## config.mk

```make
export PLATFORM = sky130hd
export DESIGN_NAME = burst_req_tx_flat
export DESIGN_NICKNAME = d
export VERILOG_FILES = /design/src/rtl/burst_pkg.sv /design/src/rtl/burst_req_tx_if.sv /design/src/rtl/piso_msb.sv /design/src/rtl/burst_req_tx.sv /design/src/flat_wrapper.sv
export SDC_FILE = /design/constraint.sdc
export NUM_CORES = 1
export LEC_CHECK = 0
export ABC_AREA = 0
export ABC_CLOCK_PERIOD_IN_PS = 3300
export CORE_MARGIN = 4
export CORE_UTILIZATION = 38
export CTS_BUF_LIST = sky130_fd_sc_hd__clkbuf_8 sky130_fd_sc_hd__clkbuf_16
export DETAILED_ROUTE_END_ITERATION = 7
export DONT_BUFFER_PORTS = 1
export SYNTH_ARGS = -nofsm -noshare
export SYNTH_HDL_FRONTEND = slang
export SYNTH_SLANG_ARGS = --single-unit
```

## constraint.sdc

```tcl
create_clock -name clk -period 3.3 [get_ports clk]
set_input_delay 0.825 -clock clk [delete_from_list [all_inputs] [get_ports clk]]
set_output_delay 0.825 -clock clk [all_outputs]
set_load 0.01 [all_outputs]
```

## src/rtl/burst_pkg.sv

```systemverilog
// Shared definitions for the burst address path (request serializer and burst controller).
package burst_pkg;

  localparam int unsigned ADDR_WIDTH_DEF = 20;
  localparam int unsigned LEN_WIDTH_DEF  = 4;
  localparam int unsigned TIMEOUT_DEF    = 1024;

  typedef enum logic [2:0] {
    IDLE      = 3'd0,
    SEND_LEN  = 3'd1,
    SEND_ADDR = 3'd2,
    ACTIVE    = 3'd3,
    DONE      = 3'd4,
    ABORT     = 3'd5
  } state_t;

  // Larger of two widths, used to size the shared bit counter.
  function automatic int unsigned max_u(input int unsigned a, input int unsigned b);
    return (a > b) ? a : b;
  endfunction

endpackage

```

## src/rtl/burst_req_tx_if.sv

```systemverilog
// Host request and burst controller signals of the burst request serializer.
interface burst_req_tx_if
  import burst_pkg::*;
#(
  parameter int unsigned ADDR_WIDTH = ADDR_WIDTH_DEF,
  parameter int unsigned LEN_WIDTH  = LEN_WIDTH_DEF
);

  logic                  req_valid;
  logic                  req_ready;
  logic                  req_mode;
  logic [LEN_WIDTH-1:0]  req_len;
  logic [ADDR_WIDTH-1:0] req_addr;
  logic                  burst_stop;
  logic                  burst_en;
  logic                  mode_sel;
  logic                  burst_len_out;
  logic                  addr_out;
  logic                  busy;
  logic                  done;
  logic                  timeout_err;

  // Host / controller side.
  modport master (
    output req_valid, req_mode, req_len, req_addr, burst_stop,
    input  req_ready, burst_en, mode_sel, burst_len_out, addr_out, busy, done, timeout_err
  );

  // Serializer side.
  modport slave (
    input  req_valid, req_mode, req_len, req_addr, burst_stop,
    output req_ready, burst_en, mode_sel, burst_len_out, addr_out, busy, done, timeout_err
  );

endinterface

```

## src/rtl/piso_msb.sv

```systemverilog
// Parallel-in serial-out shift register, MSB first; zeros fill in behind the data.
module piso_msb #(
  parameter int unsigned WIDTH = 8
) (
  input  logic             clk,
  input  logic             rst,
  input  logic             load,
  input  logic             shift,
  input  logic [WIDTH-1:0] din,
  output logic             sout
);

  logic [WIDTH-1:0] sreg_q;

  // Load has priority over shift; the line returns to 0 once all bits are out.
  always_ff @(posedge clk) begin
    if (rst) begin
      sreg_q <= '0;
    end else if (load) begin
      sreg_q <= din;
    end else if (shift) begin
      sreg_q <= sreg_q << 1;
    end
  end

  assign sout = sreg_q[WIDTH-1];

endmodule

```

## src/rtl/burst_req_tx.sv

```systemverilog
// Burst request serializer: latches one request, shifts length then address out,
// holds the enable until end of burst or watchdog expiry.
module burst_req_tx
  import burst_pkg::*;
#(
  parameter int unsigned ADDR_WIDTH = ADDR_WIDTH_DEF,
  parameter int unsigned LEN_WIDTH  = LEN_WIDTH_DEF,
  parameter int unsigned TIMEOUT    = TIMEOUT_DEF
) (
  input logic           clk,
  input logic           rst,
  burst_req_tx_if.slave bus
);

  localparam int unsigned CNT_W = $clog2(max_u(ADDR_WIDTH, LEN_WIDTH) + 1);
  localparam int unsigned WD_W  = $clog2(TIMEOUT + 1);

  state_t                state_q;
  state_t                state_d;
  logic [CNT_W-1:0]      bit_cnt_q;
  logic [WD_W-1:0]       wdog_q;
  logic [ADDR_WIDTH-1:0] addr_q;
  logic [LEN_WIDTH-1:0]  len_din;
  logic                  accept;
  logic                  addr_load;
  logic                  len_shift;
  logic                  addr_shift;
  logic                  ready_d;
  logic                  busy_d;
  logic                  en_d;
  logic                  done_d;
  logic                  err_d;

  // Next state, load/shift strobes and next values of the registered status outputs.
  always_comb begin
    state_d    = state_q;
    accept     = 1'b0;
    addr_load  = 1'b0;
    len_shift  = 1'b0;
    addr_shift = 1'b0;
    len_din    = bus.req_mode ? bus.req_len : '0;

    case (state_q)
      IDLE: begin
        if (bus.req_valid) begin
          accept  = 1'b1;
          state_d = SEND_LEN;
        end
      end
      SEND_LEN: begin
        len_shift = 1'b1;
        if (bit_cnt_q == CNT_W'(LEN_WIDTH - 1)) begin
          addr_load = 1'b1;
          state_d   = SEND_ADDR;
        end
      end
      SEND_ADDR: begin
        addr_shift = 1'b1;
        if (bit_cnt_q == CNT_W'(ADDR_WIDTH - 1)) begin
          state_d = ACTIVE;
        end
      end
      ACTIVE: begin
        if (bus.burst_stop) begin
          state_d = DONE;
        end else if (wdog_q == WD_W'(TIMEOUT - 1)) begin
          state_d = ABORT;
        end
      end
      DONE:    state_d = IDLE;
      ABORT:   state_d = IDLE;
      default: state_d = IDLE;
    endcase

    ready_d = (state_d == IDLE);
    busy_d  = (state_d != IDLE);
    en_d    = (state_d == SEND_LEN) || (state_d == SEND_ADDR) || (state_d == ACTIVE);
    done_d  = (state_d == DONE);
    err_d   = (state_d == ABORT);
  end

  // State register and registered status outputs.
  always_ff @(posedge clk) begin
    if (rst) begin
      state_q         <= IDLE;
      bus.req_ready   <= 1'b1;
      bus.busy        <= 1'b0;
      bus.burst_en    <= 1'b0;
      bus.done        <= 1'b0;
      bus.timeout_err <= 1'b0;
    end else begin
      state_q         <= state_d;
      bus.req_ready   <= ready_d;
      bus.busy        <= busy_d;
      bus.burst_en    <= en_d;
      bus.done        <= done_d;
      bus.timeout_err <= err_d;
    end
  end

  // Bit counter: counts cycles within a serial phase, restarts on every phase change.
  always_ff @(posedge clk) begin
    if (rst) begin
      bit_cnt_q <= '0;
    end else if ((state_q == SEND_LEN || state_q == SEND_ADDR) && state_d == state_q) begin
      bit_cnt_q <= bit_cnt_q + CNT_W'(1);
    end else begin
      bit_cnt_q <= '0;
    end
  end

  // Watchdog: counts ACTIVE cycles from 0, saturating rather than wrapping.
  always_ff @(posedge clk) begin
    if (rst) begin
      wdog_q <= '0;
    end else if (state_q == ACTIVE && state_d == ACTIVE) begin
      if (wdog_q != WD_W'(TIMEOUT)) begin
        wdog_q <= wdog_q + WD_W'(1);
      end
    end else begin
      wdog_q <= '0;
    end
  end

  // Request fields: address held until its phase, mode held until back in IDLE.
  always_ff @(posedge clk) begin
    if (rst) begin
      addr_q       <= '0;
      bus.mode_sel <= 1'b0;
    end else if (accept) begin
      addr_q       <= bus.req_addr;
      bus.mode_sel <= bus.req_mode;
    end else if (state_d == IDLE) begin
      bus.mode_sel <= 1'b0;
    end
  end

  // Length loads on accept so its MSB is on the line in the first SEND_LEN cycle.
  piso_msb #(
    .WIDTH (LEN_WIDTH)
  ) u_len_piso (
    .clk   (clk),
    .rst   (rst),
    .load  (accept),
    .shift (len_shift),
    .din   (len_din),
    .sout  (bus.burst_len_out)
  );

  // Address loads at the end of SEND_LEN so the line stays 0 during the length phase.
  piso_msb #(
    .WIDTH (ADDR_WIDTH)
  ) u_addr_piso (
    .clk   (clk),
    .rst   (rst),
    .load  (addr_load),
    .shift (addr_shift),
    .din   (addr_q),
    .sout  (bus.addr_out)
  );

endmodule
```

## src/flat_wrapper.sv

```systemverilog
// flat-port wrapper written by rule: the top's interface ports become plain ports
module burst_req_tx_flat import burst_pkg::*;
#(
  parameter int unsigned ADDR_WIDTH = ADDR_WIDTH_DEF,
  parameter int unsigned LEN_WIDTH  = LEN_WIDTH_DEF,
  parameter int unsigned TIMEOUT    = TIMEOUT_DEF
)
  (clk, rst, bus_req_valid, bus_req_mode, bus_req_len, bus_req_addr, bus_burst_stop, bus_req_ready, bus_burst_en, bus_mode_sel, bus_burst_len_out, bus_addr_out, bus_busy, bus_done, bus_timeout_err);
  burst_req_tx_if #(.ADDR_WIDTH(ADDR_WIDTH), .LEN_WIDTH(LEN_WIDTH)) bus_i ();
  input logic clk;
  input logic rst;
  input wire logic [$bits(bus_i.req_valid)-1:0] bus_req_valid;
  input wire logic [$bits(bus_i.req_mode)-1:0] bus_req_mode;
  input wire logic [$bits(bus_i.req_len)-1:0] bus_req_len;
  input wire logic [$bits(bus_i.req_addr)-1:0] bus_req_addr;
  input wire logic [$bits(bus_i.burst_stop)-1:0] bus_burst_stop;
  output wire logic [$bits(bus_i.req_ready)-1:0] bus_req_ready;
  output wire logic [$bits(bus_i.burst_en)-1:0] bus_burst_en;
  output wire logic [$bits(bus_i.mode_sel)-1:0] bus_mode_sel;
  output wire logic [$bits(bus_i.burst_len_out)-1:0] bus_burst_len_out;
  output wire logic [$bits(bus_i.addr_out)-1:0] bus_addr_out;
  output wire logic [$bits(bus_i.busy)-1:0] bus_busy;
  output wire logic [$bits(bus_i.done)-1:0] bus_done;
  output wire logic [$bits(bus_i.timeout_err)-1:0] bus_timeout_err;
  assign bus_i.req_valid = bus_req_valid;
  assign bus_i.req_mode = bus_req_mode;
  assign bus_i.req_len = bus_req_len;
  assign bus_i.req_addr = bus_req_addr;
  assign bus_i.burst_stop = bus_burst_stop;
  assign bus_req_ready = bus_i.req_ready;
  assign bus_burst_en = bus_i.burst_en;
  assign bus_mode_sel = bus_i.mode_sel;
  assign bus_burst_len_out = bus_i.burst_len_out;
  assign bus_addr_out = bus_i.addr_out;
  assign bus_busy = bus_i.busy;
  assign bus_done = bus_i.done;
  assign bus_timeout_err = bus_i.timeout_err;
  burst_req_tx #(.ADDR_WIDTH(ADDR_WIDTH), .LEN_WIDTH(LEN_WIDTH), .TIMEOUT(TIMEOUT)) u_core (.clk(clk), .rst(rst), .bus(bus_i));
endmodule
```

[After elaboration in Yosys (flattened, before gate mapping)]
Index checks and enable logic that the tools add are counted.
Cells by class
  bitwise logic cells: 2
  multiplexer cells: 19
  equal/unequal tests: 13
  div/mod/pow operators: 0
  $mul: 0
  add/sub/neg operators: 2
  shift operators: 0
  $lt $le $gt $ge: 0
  reduce and logical (&&, ||, !) cells: 13
Operators with widths (number)
  $mux W20: 2
  $mux W3: 5
  $eq A3 B2 Y1 const B: 4
  $mux W4: 3
  $pmux W3 S4: 1
  $add A11 B1 Y11 const B: 1
  $eq A11 B10 Y1 const B: 1
  $ne A11 B11 Y1 const B: 1
  $mux W1: 8
  $eq A3 B1 Y1 const B: 2
  $eq A3 B3 Y1 const B: 2
  $logic_not A3 Y1: 2
  $reduce_bool A2 Y1: 3
  $add A5 B1 Y5 const B: 1
  $eq A5 B2 Y1 const B: 1
  $eq A5 B5 Y1 const B: 1
  $reduce_or A2 Y1: 2
  $eq A3 B3 Y1: 1
  $logic_or A1 B1 Y1: 3
  $reduce_bool A3 Y1: 1
  $logic_and A1 B1 Y1: 2
  $not A1 Y1: 2
Storage, ports and cells
  register bits: 69
  ROM bits: 0
  memory bits (writable): 0
  logic and storage cells: 61
  memories: 0
  latch bits: 0

[Logic depth before layout (Yosys ltp)]
  word-level depth: 8
  mapped depth: 5
  mapped depth without buffers: 5

[Hierarchy]
From an unflattened synthesis, not the netlist that was laid out.
Unflattened totals
  cells, all modules: 322
  area total of the unflattened synthesis: 2994.1 um2
By module, submodules not included
  burst_req_tx: cells an instance 217, seq. area each 900.9 um2, area each 1905.6 um2, instances 1
  piso_msb (u_core.u_addr_piso): cells an instance 88, seq. area each 400.4 um2, area each 915.9 um2, instances 1
  piso_msb (u_core.u_len_piso): cells an instance 17, seq. area each 80.1 um2, area each 172.7 um2, instances 1

[Worst setup path after synthesis]
No wires, ideal clock.
  kind: input-to-reg
  start point: input bus_req_valid
  end point: register u_core.addr_q[0]
  cell stages on the path: 4
  data arrival time: 1.715 ns
  setup slack: 1.452 ns
  setup time: 0.132 ns
  cell sequence: or4b_2 -> buf_2 -> nand2_1 -> a21oi_1
On the way
  longest elaborated chain between the ends: 2
Ends and longest elaborated chain
  from (decl): line flat_wrapper.sv:12  | input wire logic [$bits(bus_i.req_valid)-1:0] bus_req_valid;
  $mux W1: line burst_req_tx.sv:45  | if (bus.req_valid) begin
  $mux W1: line burst_req_tx.sv:43  | case (state_q)
  to (signal assigned): line burst_req_tx.sv:131  | addr_q <= bus.req_addr;
  to (decl): line burst_req_tx.sv:22  | logic [ADDR_WIDTH-1:0] addr_q;
Every way passes these cells.
A chain may end at the register's enable or synchronous reset.

[Final worst setup path]
  start point: register u_core.state_q[0]
  end point: register u_core.u_addr_piso.sreg_q[4]
On the way
  longest elaborated chain between the ends: 3
Ends and longest elaborated chain
  from (decl): line burst_req_tx.sv:18  | state_t state_q;
  from (signal assigned): line burst_req_tx.sv:92  | state_q <= state_d;
  $eq A3 B1 Y1 / $eq A3 B2 Y1 (equally long branches): line burst_req_tx.sv:43
  $mux W1: line burst_req_tx.sv:43
  $mux W20 / $reduce_bool A2 Y1 (equally long branches)
  to (signal assigned): line piso_msb.sv:20  | sreg_q <= din;
  to (signal assigned): line piso_msb.sv:22  | sreg_q <= sreg_q << 1;
  to (decl): line piso_msb.sv:13  | logic [WIDTH-1:0] sreg_q;
Parallel ways exist; a longest one is shown, timed or not.

==> summary.txt <==
Drt
  – Vias per cell: 5.58
  – Met2 wire length: 2.96 mm
  – DRT met1 WL: 3.02 mm
  – Top layer used by detailed routing: met4
  – 1st-pass router iterations: 4
  – Iter 0 DRT Violations: 87
  – Residual DRC: 0
  – Via Count: 2445
  – WL final: 6.38 mm
  – Antenna-violating nets left: 0
  – Post-DR wirelength/cell: 14.6 um
  – Met3 routed WL: 334 um

Global routing
  – Global route total overflow: 0
  – Number of global-route vias before repair: 2404
  – Largest net degree at the start of global routing: 49
  – Total track usage: 15.5%
  – Initial antenna violation count: 0
  – First-pass GRT wire length: 11.1 mm

Clock network
  – Longest Clk Path Bufs: 2
  – Num CTS Buffers: 9
  – Clk root buf: clkbuf_8
  – CTS Hold Buffers Added: 0
  – Clk slew on worst S/H paths: 0.07 ns
  – Clk Latency, worst-skew pair: 0.33 ns
  – H-tree levels: 3
  – CTS tree: done
  – CTS Sinks: 69
  – Setup bufs post-CTS: 0
  – Post-cts sizing count: 0

STA
  – Fin. Hold Viols: 0
  – Max Freq: 480 MHz
  – Final setup vio count: 0
  – Slew Limit Fails: 0
  – RSZ-0062 raised after global routing: false
  – Max transition margin: 37.4%
  – Final Skew: 0.00758 ns
  – Fin Hold WS: 0.452 ns
  – Worst-margin pin slew: 0.931 ns
  – Final period util: 63.2%
  – Post-route minimum period: 2.08 ns
  – TNS Setup: 0 ns

Floorplan
  – Rows: 31
  – IO Count: 37
  – DIE HEIGHT: 96.0 um
  – Die footprint: 9210 um^2
  – Initial core utilization: 39.9%
  – Placeable Area: 7370 um^2
  – Chip Width: 96.0 um

Final layout
  – Layout filler cell count: 758
  – FF+latch area: 1380 um^2
  – Diodes inserted: 0
  – Commonest non-fill, non-tap cell in the layout: nand2_1
  – Non-filler cells, final: 438
  – Commonest cells after routing, fill and taps aside: 85 x nand2_1, 69 x dfxtp_1, 28 x a21oi_1, 21 x nor3_1, 19 x a311oi_1
  – Multi-input gate area: 1440 um^2
  – Share of layout cells above drive strength 1: 9.44%
  – Final Cell Area: 3150 um^2
  – Area delta synth->final: 7.28%
  – Layout Nets: 368

Power
  – Clock network power share: 38.4%
  – Internal power: 1190 uW
  – Register share of total power: 56.9%
  – P per Cell Area: 489 nW/um^2
  – Switch share: 23.1%
  – NetSw: 357 uW
  – Worst IR Drop VDD: 0.000266 V
  – Static Leak: 0.000976 uW
  – Logic pwr share: 4.7%

Critical path
  – Req. time, crit path: 3.54 ns
  – Crit path kind: reg2reg
  – CP arrival: 2.32 ns
  – Crit path max fanout: 18
  – Startpoint Class: register
  – Worst-case reg-to-reg path depth: 3
  – Worst Setup End Kind: register

Logic synthesis
  – Top area cells in the synthesized netlist: dfxtp_1 47%, nand2_1 11%, a311oi_1 5.7%
  – Post-Syn Area: 2940 um^2
  – Post-synthesis cell count: 347
  – Number of synthesized flops with an enable pin: 0
  – Yosys warns: 0
  – Unique masters post-synth: 46
  – Synthesized area per cell: 8.47 um^2
  – Dominant synthesized flop cell: dfxtp_1
  – #FFs+latches synth: 69
  – Mapped Nets: 379
  – Largest area contributor in the synthesized netlist: dfxtp_1
  – Area share of the largest cell type after synthesis: 47.0%
  – Post-synthesis async set-or-reset flop share: 0%
  – Register area share after synthesis: 47.0%

Placed design
  – IO buf count: 0
  – Placed cell area: 2990 um^2
  – Placed cell count: 424
  – GP Congestion: 0.751
  – Placed wire-length estimate: 4.04 mm

Outcome
  – Status: completed

Run
  – Total of max-cap violations: 0

Worst hold path
  – WHS Path Cells: 2
  – Hold/Removal Path Class: reg2reg
==> synthesized netlist by cell type, drive strengths merged (4+ instances only) <==
library cell and number:
inv 8, or4 4, xor2 4, a311oi 19, nor2 9, nand3 11, clkbuf 13, nor3b 5
a21oi 28, buf 11, nor3 21, a211oi 9, o31ai 4, o21ai 5, dfxtp 69, nand2 86
==> final timing paths <==
kind                           from                            to  slack, ns
setup / recovery  u_core.state_q[0]  u_core.u_addr_piso.sreg_q[4]       1.22
setup reg to reg  u_core.state_q[0]  u_core.u_addr_piso.sreg_q[4]       1.22
hold reg to reg   u_core.addr_q[11]             u_core.addr_q[11]       0.45
hold / removal    u_core.addr_q[11]             u_core.addr_q[11]       0.45
==> power by group through the flow <==
stage	combinational [uW]	clock, uW	sequential [uW]
after global placement	71.8	0	896
after CTS	74.1	617	877
after global routing	84.8	655	881
after detailed placement	74.2	0	896
final	72.5	593	877
after floorplan	72.2	0	887
==> routing by layer <==
layer | track usage [%] | vias up
met2 | 25.5 | 47
li1 | - | 1217
met3 | 6.18 | 7
met1 | 18.9 | 1174
met5 | 0 | -
met4 | 3.79 | 0
==> sequential cells by signal, indices dropped and copies added (netlist names) <==
name / count
u_core.u_addr_piso.sreg_q: 20
u_core.bus.busy: 1
u_core.state_q: 3
u_core.wdog_q: 11
u_core.bit_cnt_q: 5
u_core.bus.req_ready: 1
u_core.bus.burst_en: 1
u_core.u_len_piso.sreg_q: 4
u_core.bus.mode_sel: 1
u_core.bus.done: 1
u_core.addr_q: 20
u_core.bus.timeout_err: 1
==> critical path, cell delays in order (launching register included) <==
cell and delay, ns:
dfxtp_1 0.73, nor3b_1 0.55, nand2_2 0.37, a311oi_1 0.33
==> cell families after synthesis <==
logic type               count (synthesis)  synth area share (%)
flip-flops                              69                  47.0
AO/OA/AOI/OAI                           79                  18.9
adder cells (fa/ha/maj)                  3                  1.28
XOR/XNOR                                 6                  1.79
AND/OR/NAND/NOR                        158                  26.5
buffers and inverters                   32                  4.55
==> final cells by class <==
type | count | share of cell area, %
clock buffers | 11 | 4.80
clock inverters | 3 | 0.436
inverters | 8 | 0.952
multi-input cells | 246 | 45.6
flip-flops and latches | 69 | 43.8
well taps | 99 | 3.93
repair buffers | 2 | 0.476
==> through the flow <==
| step | util, % | power, uW | worst slack [ns] |
|---|---|---|---|
| CTS | 42.8 | 1570 | 1.23 |
| floorplan | - | 960 | 1.45 |
| global placement | 40.6 | 968 | 1.26 |
| global route | 42.8 | 1620 | 0.960 |
| detailed placement | 40.6 | 971 | 1.23 |
| finish | 42.8 | 1540 | 1.22 |
Power figures use the tool's default switching activity.
